### src/rtl/interval_timer.sv
// Bus-mapped down-counting interval timer on a shared 1 us timebase.
// Optional prescaler enabled by defining INTERVAL_TIMER_PRESCALE_EN.
module interval_timer #(
  parameter int CLK_FREQ = 12000000,
  parameter int TICK_HZ  = 1000000
) (
  input  logic        clk,
  input  logic        rst,
  input  logic [7:0]  address,
  input  logic [31:0] write_data,
  output logic [31:0] read_data,
  input  logic        we,
  input  logic        re,
  output logic        irq
);

  localparam int DIV_RAW = CLK_FREQ / TICK_HZ;
  localparam int DIV = (DIV_RAW < 1) ? 1 : DIV_RAW;
  localparam logic [31:0] DIV_M1 = 32'(DIV - 1);

  typedef enum logic {IDLE, RUN} state_t;

  state_t      state, state_next;
  logic        irq_en, auto_reload, pend;
  logic [31:0] load, count, tick_cnt;
  logic        run, tick, dec_tick, expire, start;
  logic        wr_ctrl, wr_load, wr_count, wr_status;
  logic        unused_re;

  assign unused_re = re;

  assign wr_ctrl   = we && (address == 8'h00);
  assign wr_load   = we && (address == 8'h04);
  assign wr_count  = we && (address == 8'h08);
  assign wr_status = we && (address == 8'h0C);

  assign run    = (state == RUN);
  assign start  = wr_ctrl && write_data[0] && !run;
  assign tick   = run && (tick_cnt == DIV_M1);
  assign expire = dec_tick && (count == 32'd0);
  assign irq    = pend && irq_en;

`ifdef INTERVAL_TIMER_PRESCALE_EN
  logic [15:0] prescale, ps_cnt;
  logic        wr_ps;

  assign wr_ps    = we && (address == 8'h10);
  // >= so a PRESCALE lowered below the running count still wraps
  assign dec_tick = tick && (ps_cnt >= prescale);

  always_ff @(posedge clk or posedge rst) begin
    if (rst) begin
      prescale <= '0;
      ps_cnt   <= '0;
    end else begin
      if (start)
        ps_cnt <= '0;
      else if (tick)
        ps_cnt <= dec_tick ? 16'd0 : ps_cnt + 16'd1;
      if (wr_ps)
        prescale <= write_data[15:0];
    end
  end
`else
  assign dec_tick = tick;
`endif

  always_ff @(posedge clk or posedge rst) begin
    if (rst)
      state <= IDLE;
    else
      state <= state_next;
  end

  always_comb begin
    state_next = state;
    if (wr_ctrl)
      state_next = write_data[0] ? RUN : IDLE;
    else if (expire && !auto_reload)
      state_next = IDLE;
  end

  always_ff @(posedge clk or posedge rst) begin
    if (rst) begin
      irq_en      <= 1'b0;
      auto_reload <= 1'b0;
      pend        <= 1'b0;
      load        <= '0;
      count       <= '0;
      tick_cnt    <= '0;
    end else begin
      if (wr_ctrl) begin
        irq_en      <= write_data[2];
        auto_reload <= write_data[1];
      end
      if (wr_load)
        load <= write_data;
      if (start)
        tick_cnt <= '0;
      else if (run)
        tick_cnt <= tick ? 32'd0 : tick_cnt + 32'd1;
      // bus writes take priority over the timer's own update
      if (start)
        count <= load;
      else if (wr_count)
        count <= write_data;
      else if (expire && auto_reload)
        count <= load;
      else if (dec_tick && count != 32'd0)
        count <= count - 32'd1;
      if (expire)
        pend <= 1'b1;
      else if (wr_status && write_data[0])
        pend <= 1'b0;
    end
  end

  always_comb begin
    read_data = '0;
    case (address)
      8'h00: read_data = {29'd0, irq_en, auto_reload, run};
      8'h04: read_data = load;
      8'h08: read_data = count;
      8'h0C: read_data = {30'd0, run, pend};
`ifdef INTERVAL_TIMER_PRESCALE_EN
      8'h10: read_data = {16'd0, prescale};
`endif
      default: read_data = '0;
    endcase
  end

endmodule
### config.mk
export PLATFORM = sky130hd
export DESIGN_NAME = interval_timer
export DESIGN_NICKNAME = d
export VERILOG_FILES = /design/src/rtl/interval_timer.sv
export SDC_FILE = /design/constraint.sdc
export NUM_CORES = 1
export LEC_CHECK = 0
export BUFFER_PORTS_ARGS = -buffer_cell sky130_fd_sc_hd__buf_4
export CORE_AREA = 3 3 121 123
export DETAILED_ROUTE_END_ITERATION = 8
export DIE_AREA = 0 0 124 126
export GPL_TIMING_DRIVEN = 0
export PLACE_DENSITY_LB_ADDON = 0.12
export SYNTH_ARGS = -nofsm -noshare
export SYNTH_HDL_FRONTEND = slang
export SYNTH_SLANG_ARGS = --single-unit
### constraint.sdc
create_clock -name clk -period 3.55 [get_ports clk]
set_input_delay 0.355 -clock clk [delete_from_list [all_inputs] [get_ports clk]]
set_output_delay 0.355 -clock clk [all_outputs]
set_load 0.1 [all_outputs]
==> impl_metrics.json, run 1 <==
{
  "fin_ws_ns": 0.193,
  "drt-met1-wl_microns": 9050,
  "crit_slowest_cell": "buf_1",
  "io_buffers": 73,
  "dp_slack_ns": -0.138,
  "cts_sinks": 100,
  "grt_pass1_wl_microns": 31400,
  "cpPeakStageDelay_ns": 0.62,
  "avgViaCountPerCell": 6.37,
  "syn_nets": 713,
  "synth_area_leaders": "dfrtp_1, mux2_2, a22o_1",
  "critPathArrivalTime_ns": 3.56,
  "crit_family": "buffers and inverters",
  "synth_area_leader_cell": "dfrtp_1",
  "relSlewSlack": 0.297,
  "insertedDiodeCount": 0,
  "die_h_microns": 126,
  "drv_cap": 0,
  "path_cells": "ha_1 -> clkbuf_1 -> nor4b_1 -> nand4_1 -> nor2_1 -> buf_1 -> a21oi_4 -> buf_6 -> nor2_1 -> a31oi_1",
  "grt_antenna_before_repair": 0,
  "synth_edf_count": 0,
  "core_area_sq_um": 13800,
  "clk_pin_slew_ns": 0.07,
  "finalHoldViolations": 0,
  "worstMarginPinSlew_ns": 1.05,
  "worst_setup_path_start_kind": "register",
  "wl_met3_microns": 1860,
  "post-dp-hpwl_microns": 14000,
  "layout.nets": 798,
  "power_leakage_nw": 3.15,
  "avgRoutedWirePerCell_microns": 21.6,
  "wl_met2_microns": 8960,
  "worstPathRequired_ns": 3.75,
  "synth_cell_types": 68,
  "die_x_microns": 124,
  "crit_top_cell": "nor2_1",
  "drc": 0,
  "die_area_sq_um": 15600,
  "power_mw": 3.42,
  "clock_tree.buffer_depth": 2,
  "hold_path_class": "in -> async",
  "critPathCaptureType": "register",
  "overflow": 0,
  "final_common_cell": "dfrtp_1",
  "path_buf_inv": 3,
  "rows": 43,
  "numCtsBuffers": 9,
  "finalMaxSlewViolations": 0,
  "grt_pass1_vias": 5568,
  "grt_start_max_net_pins": 56,
  "fin_crit_sh": 0.946,
  "setup_viol": 0,
  "gp_congestion": 0.975,
  "syn_inst": 667,
  "ant_nets": 0,
  "highest_layer": "met4",
  "status": "finished, final reports clean",
  "pwr_density_cell_nw_per_um2": 467,
  "synthArstFlopShare": 1.00,
  "drive_above_1_share": 0.214,
  "root_buffer": "clkbuf_16",
  "synth.avg_cell_area_sq_um": 9.21,
  "max_freq_ghz": 0.298,
  "synth_top_area_share": 0.407,
  "crit_path_max_fanout": 10,
  "start_util": 0.446,
  "synth-main-ff-cell": "dfrtp_1",
  "final_util": 0.532,
  "clk_latency_ns": 0.36,
  "grt_usage": 0.262,
  "rsz0062_at_grt": "no",
  "skew_ns": 0.0129,
  "vias": 5965,
  "hold_buffers": 0,
  "critical_path_class": "reg -> reg",
  "drt_wl_total_microns": 20200,
  "final_cell_mix": "dfrtp_1, buf_4, nand2_1",
  "h-tree-depth": 3,
  "ys_seq_area_frac": 0.407,
  "syn_area_sq_um": 6140,
  "cts_tree": "yes",
  "finalNonFillerCells": 936,
  "hold_slack_ns": 0.0813,
  "synth_seq_cells": 100,
  "dp_cells": 921,
  "first_pass_iters": 6,
  "syn_to_final_growth_pct": 19.2,
  "io_pins": 77,
  "min_period_ns": 3.36,
  "drtIter0Drc": 799,
  "vdd_drop_max_mv": 0.284,
  "ys_warn_count": 0
}
-- worst register-to-register path: cells and delay by family, from the launching register on --
family                     cells  cell delay [ns]
and+or+nand+nor                4             1.08
DFF                            1             0.42
adders and majority gates      1             0.17
AOI/OAI and AO/OA              2             0.34
buffers and inverters          3             1.20
-- flip-flops by register name, summed over array words and instances, names as in the netlist --
signal / cells
tick_cnt: 32
run: 1
auto_reload: 1
count: 32
load: 32
irq_en: 1
pend: 1
-- timing repair --
action | CTS | global route
setup buffers | 1 | 0
pin swaps | 1 | 0
gates resized for setup | 1 | 5
setup endpoints to repair | 20 | 21
-- final timing paths --
kind	start	end	slack, ns	depth (start not counted)
max	tick_cnt[0]	count[8]	0.19	10
min	rst	load[27]	0.08	2
max reg2reg	tick_cnt[0]	count[8]	0.19	10
min reg2reg	irq_en	irq_en	0.53	1
max in group asynchronous	rst	tick_cnt[6]	2.75	3
min in group clk	write_data[25]	load[25]	0.24	2
-- logic make-up (layout without fill, tap and decap cells) --
family                   after synthesis  after routing  synth area share
AND/OR/NAND/NOR                      237            237             0.202
buffers and inverters                 61            150            0.0483
flip-flops                           100            100             0.407
adder cells (fa/ha/maj)                2              2           0.00407
XOR/XNOR                              24             24            0.0342
multiplexers                          39             39            0.0747
AO/OA/AOI/OAI                        204            204             0.230
-- metal layers --
metal | vias up | global-route usage
met5 | - | 0
met4 | 0 | 0.0870
met3 | 27 | 0.0449
met2 | 309 | 0.376
met1 | 2920 | 0.398
li1 | 2709 | -
-- Yosys cell counts (all sizes together) (2+ instances only) --
library cell and number:
a211oi 3, a21o 4, a21oi 30, a221oi 5
a22o 31, a22oi 2, a311oi 3, a31o 2
a31oi 14, a41oi 3, and2 6, and3 10
and4 6, buf 16, clkbuf 30, dfrtp 100
ha 2, inv 15, mux2 35, mux2i 2
mux4 2, nand2 62, nand3 18, nand3b 2
nand4 13, nand4b 5, nor2 51, nor2b 8
nor3 11, nor3b 3, nor4 23, nor4b 4
o211ai 5, o21ai 52, o221a 4, o221ai 2
o22ai 15, o31ai 14, o41ai 5, or2 2
or3 5, or4 6, xnor2 9, xor2 15
-- stage by stage --
step,TNS (ns),cell area (sq um)
floorplan,0,6140
global placement,-83.89,6920
detailed placement,-1.77,6950
CTS,0,7300
global route,0,7320
finish,0,7320
-- cell type report --
cell class                      count  area [sq um]
Clock buffer                       11           243
Inverter                           15          58.8
Clock inverter                      4          97.6
Fill cell                        1301          6450
Timing Repair Buffer               75           583
Multi-Input combinational cell    506          3370
Tap cell                          180           225
Sequential cell                   100          2500
Buffer                             45           239
-- power by group --
part	internal, mW	total (mW)	switching [mW]
registers	1.34	1.65	0.306
clock network	0.706	1.16	0.455
logic	0.280	0.615	0.335
total	2.32	3.42	1.10
No activity file was read; power rests on OpenSTA's default activity.
==> inputs of run 2 (changes only) <==
- CELL_PAD_IN_SITES_DETAIL_PLACEMENT: not set -> 1
- CELL_PAD_IN_SITES_GLOBAL_PLACEMENT: not set -> 2
- CORE_AREA: 3 3 121 123 -> 3 3 135 137
- DIE_AREA: 0 0 124 126 -> 0 0 138 140
==> run 2 against run 1 <==
First-iteration DRC count is 49% lower; sequential share of layout area decreased by 0.27 points; critical path depth decreased by 1; sequential power about the same; count of clock-buffer cells in the layout fell by 1; wire length grew 15%; die area rose by 24%; maximum frequency up 0.15%; cell count rose by 5.0%; via count down 1.0%; critical path type unchanged; highest routed layer unchanged.
==> impl_metrics.json, run 2 (same netlist as run 1, synthesis figures left out) <==
{
  "status": "finished, final reports clean",
  "fin_ws_ns": 0.198,
  "grt_usage": 0.240,
  "crit_path_max_fanout": 9,
  "critical_path_class": "reg -> reg",
  "drtIter0Drc": 404,
  "grt_antenna_before_repair": 0,
  "gp_congestion": 0.861,
  "die_area_sq_um": 19300,
  "rows": 48,
  "finalMaxSlewViolations": 0,
  "insertedDiodeCount": 0,
  "post-dp-hpwl_microns": 16700,
  "clk_latency_ns": 0.36,
  "cts_sinks": 100,
  "finalHoldViolations": 0,
  "drv_cap": 0,
  "syn_to_final_growth_pct": 20.1,
  "r2r_start": "tick_cnt[0]",
  "seqCellArea_sq_um": 2500,
  "cts_tree": "yes",
  "overflow": 0,
  "setup_viol": 0,
  "final_common_cell": "dfrtp_1",
  "dp_slack_ns": -0.270,
  "root_buffer": "clkbuf_16",
  "worstMarginPinSlew_ns": 1.11,
  "critPathArrivalTime_ns": 3.60,
  "io_buffers": 73,
  "layout.nets": 799,
  "vdd_drop_max_mv": 0.251,
  "max_freq_ghz": 0.298,
  "grt_start_max_net_pins": 53,
  "min_period_ns": 3.35,
  "relSlewSlack": 0.258,
  "die_x_microns": 138,
  "die_h_microns": 140,
  "numCtsBuffers": 9,
  "final_cell_mix": "dfrtp_1, buf_4, nand2_1",
  "avgRoutedWirePerCell_microns": 23.7,
  "vias": 5905,
  "r2r_cells": 9,
  "multi_input_area_sq_um": 3370,
  "fin_crit_sh": 0.944,
  "drc": 0,
  "largestRegisters": "count x32, load x32, tick_cnt x32",
  "grt_pass1_vias": 6079,
  "worstPathRequired_ns": 3.80,
  "worst_setup_path_start_kind": "register",
  "hold_slack_ns": 0.118,
  "drive_above_1_share": 0.220,
  "io_pins": 77,
  "power_leakage_nw": 3.17,
  "reg2reg_to": "count[23]",
  "critPathCaptureType": "register",
  "setup_tns_ns": 0,
  "ant_nets": 0,
  "h-tree-depth": 3,
  "rsz0062_at_grt": "no",
  "skew_ns": 0.00830,
  "first_pass_iters": 4,
  "core_area_sq_um": 17200,
  "grt_pass1_wl_microns": 36600,
  "hold_path_class": "in -> async",
  "pwr_density_cell_nw_per_um2": 467,
  "clk_pin_slew_ns": 0.07,
  "start_util": 0.358,
  "power_mw": 3.45,
  "clock_tree.buffer_depth": 2,
  "rrSetupSlack_ns": 0.20,
  "fillers": 2053,
  "avgViaCountPerCell": 6.01,
  "drt_wl_total_microns": 23300
}
-- run 2: timing repair --
action | CTS | global route
gates cloned | 0 | 0
buffers inserted | 1 | 0
pin swaps | 1 | 0
endpoints found under the setup margin | 21 | 25
hold buffers | 0 | 0
gates resized for setup | 2 | 9
-- run 2: metrics by stage --
step,area (sq um),std cells,util
5_1_grt,7380,983,0.430
3_3_place_gp,6970,965,0.406
6_report,7380,983,0.430
3_5_place_dp,7000,966,0.408
2_1_floorplan,6140,667,-
4_1_cts,7360,983,0.428
-- run 2: final cells by class --
| cell class | count | area share |
|---|---|---|
| clock inverters | 6 | 0.0153 |
| multi-input cells | 506 | 0.456 |
| plain buffers | 46 | 0.0334 |
| repair buffers | 75 | 0.0790 |
| flip-flops and latches | 100 | 0.339 |
| well taps | 225 | 0.0381 |
| inverters | 15 | 0.00797 |
| clock buffers | 10 | 0.0310 |
-- run 2: worst max-delay path by stage --
stage	from	endpoint	depth (start not counted)
finish	tick_cnt[0]	count[23]	9
detailed placement	count[0]	count[31]	10
global route	address[1]	read_data[22]	8
global placement	rst	tick_cnt[1]	2
CTS	count[12]	count[14]	9
floorplan	rst	auto_reload	1
-- run 2: routing by layer --
| metal | track usage | part of all wire | routed length [microns] | vias up |
|---|---|---|---|---|
| met5 | 0 | 0 | 0 | - |
| met2 | 0.376 | 0.46 | 10600 | 142 |
| met3 | 0.0434 | 0.047 | 1110 | 17 |
| met1 | 0.349 | 0.48 | 11300 | 3028 |
| li1 | - | - | - | 2718 |
| met4 | 0.0515 | 0.011 | 261 | 0 |
-- run 2: worst max-delay path: stages, from the launching register on --
cell      delay, ns
dfrtp_1        0.43
ha_1           0.17
clkbuf_1       0.36
nor4bb_1       0.39
nand4_1        0.18
nor2_2         0.33
and3_1         0.21
clkbuf_1       0.43
mux2_2         0.41
o41ai_1        0.32
-- run 2: power breakdown --
| part | internal [mW] | switching, mW |
|---|---|---|
| clock network | 0.691 | 0.468 |
| registers | 1.34 | 0.320 |
| logic | 0.280 | 0.353 |
==> inputs of run 3 (changes only) <==
- GPL_TIMING_DRIVEN: 0 -> not set
==> run 3 against run 2 <==
Cell count fell by 1.6%; via count decreased by 2.0%; non-clock buffer count down 16; combinational power fell by 7.7%; global-route usage down 1.9 points; worst hold slack improved by 0.060 ns; count of clock-buffer cells in the layout unchanged; flip-flop and latch count stayed put.
==> impl_metrics.json, run 3 (same netlist as run 1, synthesis figures left out) <==
{
  "cts_resized": 0,
  "crit_slowest_cell": "or4_4",
  "pwr_density_cell_nw_per_um2": 457,
  "finalMaxSlewViolations": 0,
  "grt_pass1_wl_microns": 34800,
  "clk_pin_slew_ns": 0.07,
  "avgViaCountPerCell": 5.98,
  "combPwrFrac": 0.174,
  "fillers": 2010,
  "critical_path_class": "reg -> reg",
  "seqPwrFrac": 0.503,
  "highest_layer": "met4",
  "relSlewSlack": 0.369,
  "syn_to_final_growth_pct": 19.2,
  "die_h_microns": 140,
  "drt_wl_total_microns": 21100,
  "wl_met3_microns": 619,
  "numCtsBuffers": 9,
  "grt_antenna_before_repair": 0,
  "hold_path_class": "in -> async",
  "hold_buffers": 0,
  "layout.nets": 783,
  "critPathArrivalTime_ns": 3.31,
  "power_leakage_nw": 3.17,
  "vias": 5786,
  "critPathCaptureType": "register",
  "largestRegisters": "count x32, load x32, tick_cnt x32",
  "die_area_sq_um": 19300,
  "r2r_start": "count[27]",
  "drc": 0,
  "skew_ns": 0.00898,
  "gp_congestion": 0.839,
  "vdd_drop_max_mv": 0.229,
  "setup_tns_ns": 0,
  "path_buf_inv": 0,
  "min_period_ns": 3.07,
  "clock_tree.buffer_depth": 2,
  "fin_crit_sh": 0.864,
  "post_cts_buffers": 0,
  "setup_viol": 0,
  "p_int_mw": 2.24,
  "crit_path_max_fanout": 17,
  "finalHoldViolations": 0,
  "avgRoutedWirePerCell_microns": 21.8,
  "h-tree-depth": 3,
  "cts_sinks": 100,
  "grt_usage": 0.221,
  "insertedDiodeCount": 0,
  "path_cells": "or4_4 -> or3_1 -> or4_4 -> a21oi_4 -> nor2_1 -> a21o_1",
  "power_frac_clock": 0.323,
  "switching_share": 0.332,
  "final_cell_mix": "buf_4, dfrtp_1, nand2_1",
  "drt-met1-wl_microns": 10100,
  "rows": 48,
  "io_buffers": 75,
  "drive_above_1_share": 0.245,
  "cpPeakStageDelay_ns": 0.57,
  "cts_tree": "yes",
  "core_area_sq_um": 17200,
  "crit_top_cell": "or4_4",
  "power_mw": 3.35,
  "overflow": 0,
  "clk_latency_ns": 0.35,
  "die_x_microns": 138,
  "wl_met2_microns": 10000,
  "root_buffer": "clkbuf_16",
  "max_freq_ghz": 0.326,
  "start_util": 0.358,
  "cp-startpoint": "count[27]",
  "io_pins": 77,
  "rsz0062_at_grt": "no",
  "crit_family": "simple AND/OR/NAND/NOR gates",
  "worstMarginPinSlew_ns": 0.938,
  "post-dp-hpwl_microns": 14500,
  "power_switching_mw": 1.11,
  "worst_setup_path_start_kind": "register",
  "ant_nets": 0,
  "drtIter0Drc": 361,
  "final_common_cell": "buf_4",
  "grt_pass1_vias": 6202,
  "grt_start_max_net_pins": 65,
  "drv_cap": 0,
  "first_pass_iters": 4,
  "status": "finished, final reports clean",
  "worstPathRequired_ns": 3.80
}
## run 3: changes by cell type in the layout (fill, tap and decap cells not counted), sizes merged
cell | previous run | this run
bufinv | 3 | 2
inv | 15 | 16
clkbuf | 41 | 10
buf | 90 | 105
## run 3: final cells by class
class                           instances  area (sq um)  share of cell area
Timing Repair Buffer                  105           801               0.109
Clock buffer                           10           229              0.0313
Tap cell                              225           282              0.0384
Inverter                               15          58.8             0.00803
Clock inverter                          6          87.6              0.0120
Multi-Input combinational cell        506          3360               0.459
Sequential cell                       100          2500               0.342
## run 3: power by group through the flow
stage | clock, mW | combinational (mW) | sequential [mW]
4_1_cts | 1.12 | 0.590 | 1.68
6_report | 1.08 | 0.584 | 1.69
3_5_place_dp | 0 | 0.587 | 1.69
5_1_grt | 1.17 | 0.672 | 1.73
3_3_place_gp | 0 | 0.554 | 1.68
2_1_floorplan | 0 | 0.454 | 1.57
## run 3: per-stage QoR
stage	setup WS [ns]	instance area (sq um)	instances	util	hold WS [ns]
5_1_grt	0.300	7320	967	0.426	0.228
3_5_place_dp	0.485	7010	951	0.408	0.515
4_1_cts	0.478	7320	967	0.426	0.214
3_3_place_gp	0.524	7010	951	0.408	0.508
2_1_floorplan	0.576	6140	667	-	0.464
6_report	0.483	7320	967	0.426	0.178
## run 3: metal layers
metal | global-route usage | vias to the layer above
met4 | 0.0562 | 0
met1 | 0.315 | 2987
met2 | 0.357 | 107
li1 | - | 2668
met3 | 0.0290 | 24
met5 | 0 | -
## run 3: path summary, 6_finish.rpt
check	slack, ns	cells past startpoint	endpoint
setup reg to reg	0.48	6	count[11]
hold reg to reg	0.54	1	irq_en
hold / removal	0.18	2	load[27]
setup / recovery	0.48	6	count[11]
min in group clk	0.24	2	load[16]
max in group asynchronous	2.54	3	tick_cnt[22]
